`config.mk`:
```
export PLATFORM = sky130hd
export DESIGN_NAME = led_uart_reporter_flat
export DESIGN_NICKNAME = d
export VERILOG_FILES = /design/src/rtl/led_uart_reporter_if.sv /design/src/rtl/led_uart_reporter.sv /design/src/flat_wrapper.sv
export SDC_FILE = /design/constraint.sdc
export NUM_CORES = 1
export LEC_CHECK = 0
export BUFFER_PORTS_ARGS = -buffer_cell sky130_fd_sc_hd__buf_2
export CAP_MARGIN = 20
export CORE_ASPECT_RATIO = 1.75
export CORE_MARGIN = 4
export CORE_UTILIZATION = 58
export CTS_CLUSTER_DIAMETER = 100
export DETAILED_ROUTE_END_ITERATION = 6
export PLACE_DENSITY = 0.79
export SYNTH_ARGS = -nofsm -noshare
export SYNTH_HDL_FRONTEND = slang
export SYNTH_SLANG_ARGS = --single-unit
```
`constraint.sdc`:
```
create_clock -name Clock -period 2 [get_ports Clock]
set_input_delay 0.3 -clock Clock [delete_from_list [all_inputs] [get_ports Clock]]
set_output_delay 0.3 -clock Clock [all_outputs]
set_load 0.005 [all_outputs]
```
`src/rtl/led_uart_reporter_if.sv`:
```
`default_nettype none
// ============================================================================
//  Module      : led_uart_reporter_if
//  Description : Signal bundle between the MiniAlu LED output register and
//                the LED UART reporter.
//                  iData  [7:0] LED value sampled by the reporter
//                  oTx          UART serial line, idles high
//                  oBusy        high for the whole frame (start..stop)
//                master modport: the side that supplies iData and observes
//                the serial line; slave modport: the reporter itself.
//  Revision    : 1.0  initial release
// ============================================================================
interface led_uart_reporter_if;
    logic [7:0] iData;
    logic       oTx;
    logic       oBusy;

    modport master (
        output iData,
        input  oTx,
        input  oBusy
    );

    modport slave (
        input  iData,
        output oTx,
        output oBusy
    );
endinterface
`default_nettype wire

```
`src/rtl/led_uart_reporter.sv`:
```
`default_nettype none
// ============================================================================
//  Module      : led_uart_reporter
//  Description : Watches an 8-bit LED value and sends every new value as a
//                UART frame (8N1, or 8E1 when LED_UART_PARITY_EN is defined).
//                A one-entry latest-value buffer coalesces changes that land
//                while a frame is in flight, so the last LED state always
//                reaches the host.
//  Ports       : Clock        system clock, rising edge
//                Reset        synchronous, active-low
//                bus.iData    LED value in
//                bus.oTx      UART serial out (registered, idles high)
//                bus.oBusy    high from start bit through last stop cycle
//  Parameters  : CLKS_PER_BIT clock cycles per UART bit (>= 2)
//  Macros      : LED_UART_PARITY_EN  adds an even-parity bit before stop
//  Revision    : 1.0  initial release
// ============================================================================
module led_uart_reporter #(
    parameter int CLKS_PER_BIT = 434
) (
    input  wire                 Clock,
    input  wire                 Reset,
    led_uart_reporter_if.slave  bus
);

    localparam int                c_baud_w    = (CLKS_PER_BIT > 1) ? $clog2(CLKS_PER_BIT) : 1;
    localparam logic [c_baud_w-1:0] c_baud_last = c_baud_w'(CLKS_PER_BIT - 1);

    typedef enum logic [2:0] {
        S_IDLE   = 3'd0,
        S_START  = 3'd1,
        S_DATA   = 3'd2,
`ifdef LED_UART_PARITY_EN
        S_PARITY = 3'd3,
`endif
        S_STOP   = 3'd4
    } state_t;

    state_t              r_state_q,   w_state_d;
    logic [7:0]          r_last_q,    w_last_d;
    logic [7:0]          r_hold_q,    w_hold_d;
    logic                r_pending_q, w_pending_d;
    logic [7:0]          r_shift_q,   w_shift_d;
    logic [2:0]          r_bit_cnt_q, w_bit_cnt_d;
    logic [c_baud_w-1:0] r_baud_q,    w_baud_d;
    logic                r_tx_q,      w_tx_d;
    logic                r_busy_q,    w_busy_d;
`ifdef LED_UART_PARITY_EN
    logic                r_par_q,     w_par_d;
`endif
    logic                w_bit_end;

    always_comb begin
        w_state_d   = r_state_q;
        w_last_d    = r_last_q;
        w_hold_d    = r_hold_q;
        w_pending_d = r_pending_q;
        w_shift_d   = r_shift_q;
        w_bit_cnt_d = r_bit_cnt_q;
        w_baud_d    = r_baud_q;
        w_tx_d      = r_tx_q;
        w_busy_d    = r_busy_q;
`ifdef LED_UART_PARITY_EN
        w_par_d     = r_par_q;
`endif
        w_bit_end   = (r_baud_q == c_baud_last);

        // Outputs are registered: each transition also sets the line level
        // for the state being entered, so oTx/oBusy change on that same edge.
        case (r_state_q)
            S_IDLE: begin
                w_tx_d   = 1'b1;
                w_busy_d = 1'b0;
                w_baud_d = '0;
                if (r_pending_q) begin
                    w_shift_d   = r_hold_q;
                    w_pending_d = 1'b0;
`ifdef LED_UART_PARITY_EN
                    // Latched at load because the shifter is consumed by DATA.
                    w_par_d     = ^r_hold_q;
`endif
                    w_state_d   = S_START;
                    w_tx_d      = 1'b0;
                    w_busy_d    = 1'b1;
                end
            end

            S_START: begin
                if (w_bit_end) begin
                    w_baud_d  = '0;
                    w_state_d = S_DATA;
                    w_tx_d    = r_shift_q[0];
                end else begin
                    w_baud_d  = r_baud_q + c_baud_w'(1);
                end
            end

            S_DATA: begin
                if (w_bit_end) begin
                    w_baud_d    = '0;
                    w_shift_d   = {1'b0, r_shift_q[7:1]};
                    w_bit_cnt_d = r_bit_cnt_q + 3'd1;   // wraps 7 -> 0 on exit
                    if (r_bit_cnt_q == 3'd7) begin
`ifdef LED_UART_PARITY_EN
                        w_state_d = S_PARITY;
                        w_tx_d    = r_par_q;
`else
                        w_state_d = S_STOP;
                        w_tx_d    = 1'b1;
`endif
                    end else begin
                        // Next bit is what shift[0] becomes after this shift.
                        w_tx_d = r_shift_q[1];
                    end
                end else begin
                    w_baud_d = r_baud_q + c_baud_w'(1);
                end
            end

`ifdef LED_UART_PARITY_EN
            S_PARITY: begin
                if (w_bit_end) begin
                    w_baud_d  = '0;
                    w_state_d = S_STOP;
                    w_tx_d    = 1'b1;
                end else begin
                    w_baud_d  = r_baud_q + c_baud_w'(1);
                end
            end
`endif

            S_STOP: begin
                if (w_bit_end) begin
                    w_baud_d  = '0;
                    w_state_d = S_IDLE;
                    w_tx_d    = 1'b1;
                    w_busy_d  = 1'b0;
                end else begin
                    w_baud_d  = r_baud_q + c_baud_w'(1);
                end
            end

            default: begin
                w_state_d = S_IDLE;
                w_baud_d  = '0;
                w_tx_d    = 1'b1;
                w_busy_d  = 1'b0;
            end
        endcase

        // Change detect runs in every state and comes last so that a change
        // on the same edge IDLE consumes rHold re-arms the pending flag with
        // the new value (the frame already took the old one).
        if (bus.iData != r_last_q) begin
            w_last_d    = bus.iData;
            w_hold_d    = bus.iData;
            w_pending_d = 1'b1;
        end
    end

    always_ff @(posedge Clock) begin
        if (!Reset) begin
            r_state_q   <= S_IDLE;
            r_last_q    <= 8'h00;
            r_hold_q    <= 8'h00;
            r_pending_q <= 1'b0;
            r_shift_q   <= 8'h00;
            r_bit_cnt_q <= 3'd0;
            r_baud_q    <= '0;
            r_tx_q      <= 1'b1;
            r_busy_q    <= 1'b0;
`ifdef LED_UART_PARITY_EN
            r_par_q     <= 1'b0;
`endif
        end else begin
            r_state_q   <= w_state_d;
            r_last_q    <= w_last_d;
            r_hold_q    <= w_hold_d;
            r_pending_q <= w_pending_d;
            r_shift_q   <= w_shift_d;
            r_bit_cnt_q <= w_bit_cnt_d;
            r_baud_q    <= w_baud_d;
            r_tx_q      <= w_tx_d;
            r_busy_q    <= w_busy_d;
`ifdef LED_UART_PARITY_EN
            r_par_q     <= w_par_d;
`endif
        end
    end

    assign bus.oTx   = r_tx_q;
    assign bus.oBusy = r_busy_q;

endmodule
`default_nettype wire
```
`src/flat_wrapper.sv`:
```
// flat-port wrapper written by rule: the top's interface ports become plain ports
module led_uart_reporter_flat 
#(
    parameter int CLKS_PER_BIT = 434
)
  (Clock, Reset, bus_iData, bus_oTx, bus_oBusy);
  led_uart_reporter_if bus_i ();
  input  wire Clock;
  input  wire Reset;
  input wire logic [$bits(bus_i.iData)-1:0] bus_iData;
  output wire logic [$bits(bus_i.oTx)-1:0] bus_oTx;
  output wire logic [$bits(bus_i.oBusy)-1:0] bus_oBusy;
  assign bus_i.iData = bus_iData;
  assign bus_oTx = bus_i.oTx;
  assign bus_oBusy = bus_i.oBusy;
  led_uart_reporter #(.CLKS_PER_BIT(CLKS_PER_BIT)) u_core (.Clock(Clock), .Reset(Reset), .bus(bus_i));
endmodule
```
==> metrics, run 1 <==
first-pass detailed-route iteration total 4; Syn Area/Cell 9.907 um2; worst slew pin tran 469.4 ps; fin nets 184; Max-cap violations 0; post-DP HPWL 2186 um; Async SR Flop Fraction 0%; CP Capture Type flip-flop; via/cell ratio 5.914; Synth Flop Type dfxtp_1; mux contribution to synthesized area 1.918%; Max Fclk 582.5 MHz; setup TNS 0 ps; Clk pin slew, worst setup/hold paths 70 ps; fin. max-slew vios 0; main combinational cell family by area after synthesis simple AND/OR/NAND/NOR gates; initial DRC count 35; CTS Buffer Depth 2; setup violators final 0; Total Routing Usage GR 19.91%; fin crit share 85.84%; worst vdd ir 0.0006952 V; Routed WL 3005 um; top cell type by total area after synthesis dfxtp_1; Post-synth EDFFs 0; hold depth 2; Initial Util 61.32%; R2R cell count 5; xor and xnor fraction of the mapped netlist area 9.512%; Synth Area in Adders 3.197%; post-CTS setup repair buffer count 0; count leader, synth dfxtp_1; layout filler cell count 220; Die W 47.27 um; ANT nets after route 0; critical path arrival 1910 ps; die area 3627 um2; die height 76.72 um; vias in the first global route 1,211; RSZ-0062 raised after global routing false; part of the Yosys area used for sequential elements 43.49%; final worst clock skew 6.128 ps; Worst Hold Class input port to flip-flop; final worst slack 283.2 ps; Reg2Reg Capture Point u_core.r_shift_q[6]; clk sinks 34; Syn. warnings 0; ANT cells 0; Slew HR 68.66%; Congestion Overflow GR 0; Clock Tree Root clkbuf_8; share of layout cells above drive strength 1 16.96%; Post-Synth Simple-Gate Area 21.02%; largest net degree at the start of global routing 26; Setup crit start kind flip-flop; initial antenna violation count 0; Hold Path Sink u_core.r_last_q[2]; Hold Slack 231.7 ps; Max Fanout on Critical Path 11; IO Pins 12; Net Count, Synth 172; LEAKAGE 0.0006808 uW; CTS tree built; H-tree Lvls 2; Power Dens Cells 796.5 nW/um2; R2R Setup Slk 280 ps; Setup WS pre-CTS 293.2 ps; RR Startpoint u_core.r_baud_q[0]; Worst Path Required 2190 ps; Yosys reg bits 34; number of buffers created by CTS 5; drt drc 0; global-route wire length before repair 5237 um; area grow syn2layout 9.432%; core area 2552 um2; Post-CTS Resized 0; CTS Hold Bufs 0; top post-synthesis cells by count dfxtp_1 (34), nor2_1 (14), xor2_1 (10); GP Congestion 0.7382; wire length per cell 15.25 um; Core Rows 24; via count 1,165; Synth cell types 41; Crit Path Class flip-flop to flip-flop; Tmin final 1717 ps; hold path start bus_iData[2]; number of buffers added on ports 11; Synth Area in Compound Gates 16.95%; post-synth top area share 43.49%; Clk Latency, worst-skew pair 290 ps; mapped cell area 1565 um2; Final Hold Viols 0; outcome finished clean; Post-Synthesis Cells 158; Synth area leaders dfxtp_1 (43%), xor2_1 (5.6%), o221a_1 (5.0%), o21a_1 (4.3%), xnor2_1 (3.9%)
area by class of cell:
type	instances	area, um2	area share [%]
Multi-Input combinational cell	113	823.3	48.06
Tap cell	26	32.53	1.899
Timing Repair Buffer	13	70.07	4.091
Clock inverter	2	12.51	0.7305
Clock buffer	6	82.58	4.821
Sequential cell	34	680.7	39.74
Inverter	3	11.26	0.6574
where the power goes:
part | internal [uW] | total (uW) | switching [uW]
combinational | 56.3 | 113 | 56.2
sequential | 706 | 726 | 19.9
clock | 276 | 526 | 250
total | 1040 | 1360 | 326
per-layer routing:
metal | up-vias | GRT usage [%] | share of wire, % | wire length (um)
met4 | 0 | 9.972 | 2.4 | 72
met5 | - | 0 | 0 | 0
li1 | 575 | - | - | -
met2 | 26 | 33.87 | 56 | 1687
met3 | 7 | 5.855 | 4.2 | 127
met1 | 557 | 20.35 | 37 | 1118
cell usage in the layout, fill, tap and decap left out, types with 3 or more instances in the layout:
cell,instances
nand2b_1,3
nand2_1,9
o21a_1,9
xnor2_1,7
and2_1,9
buf_2,11
dfxtp_1,34
inv_1,3
nand3_1,4
o221a_1,7
clkbuf_8,6
xor2_1,10
nor2b_1,4
mux2i_1,3
ha_1,4
a21oi_1,5
nor2_1,14
per-stage QoR:
| stage | total power (uW) | util [%] | instances | instance area (um2) |
|---|---|---|---|---|
| after floorplan | 813.4 | - | 158 | 1565 |
| after CTS | 1380 | 67.11 | 197 | 1713 |
| after global placement | 848.0 | 63.38 | 189 | 1618 |
| after detailed placement | 853.9 | 63.38 | 189 | 1618 |
| after global routing | 1430 | 67.11 | 197 | 1713 |
| final | 1364 | 67.11 | 197 | 1713 |
cell families after synthesis:
| logic type | Yosys count |
|---|---|
| xor gates and xnor gates | 17 |
| DFF | 34 |
| and+or+nand+nor | 57 |
| AOI/OAI and AO/OA | 32 |
| adders and majority gates | 4 |
| buffers and inverters | 11 |
| muxes | 3 |
worst max-delay path, stage by stage (launching register included):
cell	delay (ps)
dfxtp_1	390
ha_1	160
and4b_1	280
nand4_2	310
o221a_1	380
o21a_1	100
registers in the layout, indices dropped and copies added (netlist names):
| signal | cells |
|---|---|
| u_core.r_baud_q | 9 |
| u_core.r_shift_q | 8 |
| u_core.bus.oBusy | 1 |
| u_core.r_last_q | 8 |
| u_core.r_state_q | 3 |
| u_core.r_pending_q | 1 |
| u_core.bus.oTx | 1 |
| u_core.r_bit_cnt_q | 3 |
how the worst max path moves through the flow:
stage | end | cells past startpoint | start
3_3_place_gp | u_core.r_shift_q[2] | 5 | u_core.r_baud_q[0]
3_5_place_dp | u_core.r_shift_q[3] | 5 | u_core.r_baud_q[0]
6_report | u_core.r_shift_q[6] | 5 | u_core.r_baud_q[0]
5_1_grt | u_core.r_shift_q[3] | 5 | u_core.r_baud_q[0]
2_1_floorplan | u_core.r_state_q[1] | 7 | u_core.r_baud_q[1]
4_1_cts | u_core.r_shift_q[3] | 5 | u_core.r_baud_q[0]
No activity file was read; power rests on OpenSTA's default activity.
==> run 2: changes to the inputs <==
- CELL_PAD_IN_SITES_DETAIL_PLACEMENT: unset -> 1
- CELL_PAD_IN_SITES_GLOBAL_PLACEMENT: unset -> 1
- CORE_UTILIZATION: 58 -> 45
- PLACE_DENSITY: 0.79 -> 0.78
==> metrics, run 2 (synthesis results as in run 1) <==
wire length per cell 16.07 um (+5.4%); Initial Util 46.54% (-15 points); Setup crit start kind flip-flop; Placed Cells 208 (+10%); Crit Path Class flip-flop to flip-flop; core area 3363 um2 (+32%); Max-cap violations 0 (unchanged); number of buffers added on ports 11 (unchanged); Worst Hold Class input port to flip-flop; vias in the first global route 1,348 (+11%); Clock Tree Root clkbuf_8; area grow syn2layout 10.71%; share of layout cells above drive strength 1 16.37% (-0.58 points); ANT nets after route 0 (unchanged); Total Routing Usage GR 18.37% (-1.5 points); die height 86.02 um (+12%); Post-CTS Resized 0 (unchanged); LEAKAGE 0.0006818 uW (+0.15%); setup TNS 0 ps (unchanged); R2R Setup Slk 200 ps (-90 ps); Die W 52.58 um (+11%); commonest non-fill, non-tap cell in the layout dfxtp_1; setup violators final 0 (unchanged); Power Dens Cells 782.6 nW/um2 (-1.7%); GP Congestion 0.6762 (-8.4%); Final Hold Viols 0 (unchanged); Tmin final 1803 ps (+85.96 ps); fin. max-slew vios 0 (unchanged); ANT cells 0 (unchanged); Clk pin slew, worst setup/hold paths 70 ps (about the same); largest net degree at the start of global routing 26 (unchanged); die area 4523 um2 (+25%); via/cell ratio 5.528 (-6.5%); post-DP HPWL 2614 um (+20%); initial antenna violation count 0 (unchanged); CTS Buffer Depth 2 (unchanged); max reg flops 9 (unchanged); first-pass detailed-route iteration total 4 (unchanged); Reg2Reg Capture Point u_core.r_shift_q[0]; Hold Slack 240.2 ps (+8.475 ps); Setup WS pre-CTS 223.8 ps (-69.36 ps); IO Pins 12 (unchanged); RR Startpoint u_core.r_baud_q[0]; number of buffers created by CTS 5 (unchanged); hold path start bus_iData[3]; Congestion Overflow GR 0 (unchanged); outcome finished clean; via count 1,194 (+2.5%); fin crit share 90.14% (+4.3 points); worst slew pin tran 488.1 ps (+18.66 ps); critical path arrival 1980 ps (+70 ps); Core Rows 28 (+17%); commonest non-fill, non-tap cells in the layout dfxtp_1 (34), nor2_1 (14), buf_2 (11); initial DRC count 11 (-69%); Most flops, register u_core.r_baud_q; Hold Path Sink u_core.r_last_q[3]; Routed WL 3472 um (+16%); worst vdd ir 0.0004776 V (-31%); largest registers u_core.r_baud_q x9, u_core.r_last_q x8, u_core.r_shift_q x8; Max Fanout on Critical Path 11 (unchanged); final worst slack 197.2 ps (-85.96 ps); global-route wire length before repair 6127 um (+17%); Clk Latency, worst-skew pair 280 ps (about the same); R2R cell count 5 (unchanged); CTS tree built; Slew HR 67.42% (-1.2 points); Worst Path Required 2180 ps (about the same); clk sinks 34 (unchanged); drt drc 0 (unchanged); post-CTS setup repair buffer count 0 (unchanged); H-tree Lvls 2 (unchanged); CTS Hold Bufs 0 (unchanged); fin nets 184 (unchanged); RSZ-0062 raised after global routing false; non-filler instance count after layout 216 (+9.6%); Max Fclk 554.7 MHz (-4.8%); hold depth 2 (unchanged); CP Capture Type flip-flop; final worst clock skew 5.422 ps (-0.7062 ps)
==> run 2: cell types whose count changed in the layout (fill, tap and decap cells not counted), sizes merged <==
cell and change:
clkbuf +1, clkinvlp -1
==> run 2: critical path: stages (launching register included) <==
cell	delay (ps)
dfxtp_1	390
ha_1	170
and4b_1	290
nand4_2	340
o221a_1	390
o21a_1	100
==> run 2: stage by stage <==
stage | power (uW) | area [um2] | utilization (%)
after floorplan | 813.4 | 1565 | -
after global placement | 850.9 | 1642 | 48.81
after detailed placement | 858.8 | 1642 | 48.81
after CTS | 1377 | 1733 | 51.53
after global routing | 1418 | 1733 | 51.53
final | 1356 | 1733 | 51.53
==> run 2: layout make-up <==
cell class	instances	area, um2
Inverter	3	11.26
Clock buffer	7	86.33
Clock inverter	1	5.005
Tap cell	45	56.30
Multi-Input combinational cell	113	823.3
Sequential cell	34	680.7
Fill cell	422	1630
Timing Repair Buffer	13	70.07
==> run 2: report_power, final <==
group | leakage (uW) | internal, uW | switching (uW)
registers | 0.000279 | 706 | 21.6
logic | 0.000355 | 56.5 | 58.2
clock network | 0.0000482 | 277 | 236
==> run 2: per-layer routing <==
layer	GRT usage (%)	vias up	wire [um]	share of wire, %
li1	-	576	-	-
met1	17.32	595	1197	34
met2	35.41	17	2112	61
met3	4.870	6	99	2.9
met4	6.977	0	62	1.8
met5	0	-	0	0
==> run 2: worst max path at each step <==
stage                             startpoint                  end  slack (ps)  cells after the start
after global routing      u_core.r_baud_q[0]  u_core.r_shift_q[6]          10                      5
after CTS                 u_core.r_baud_q[0]  u_core.r_shift_q[0]         180                      5
after detailed placement  u_core.r_baud_q[0]  u_core.r_shift_q[0]         220                      5
final                     u_core.r_baud_q[0]  u_core.r_shift_q[0]         200                      5
after global placement    u_core.r_baud_q[0]  u_core.r_shift_q[2]         340                      5
after floorplan           u_core.r_baud_q[1]  u_core.r_state_q[1]         520                      7
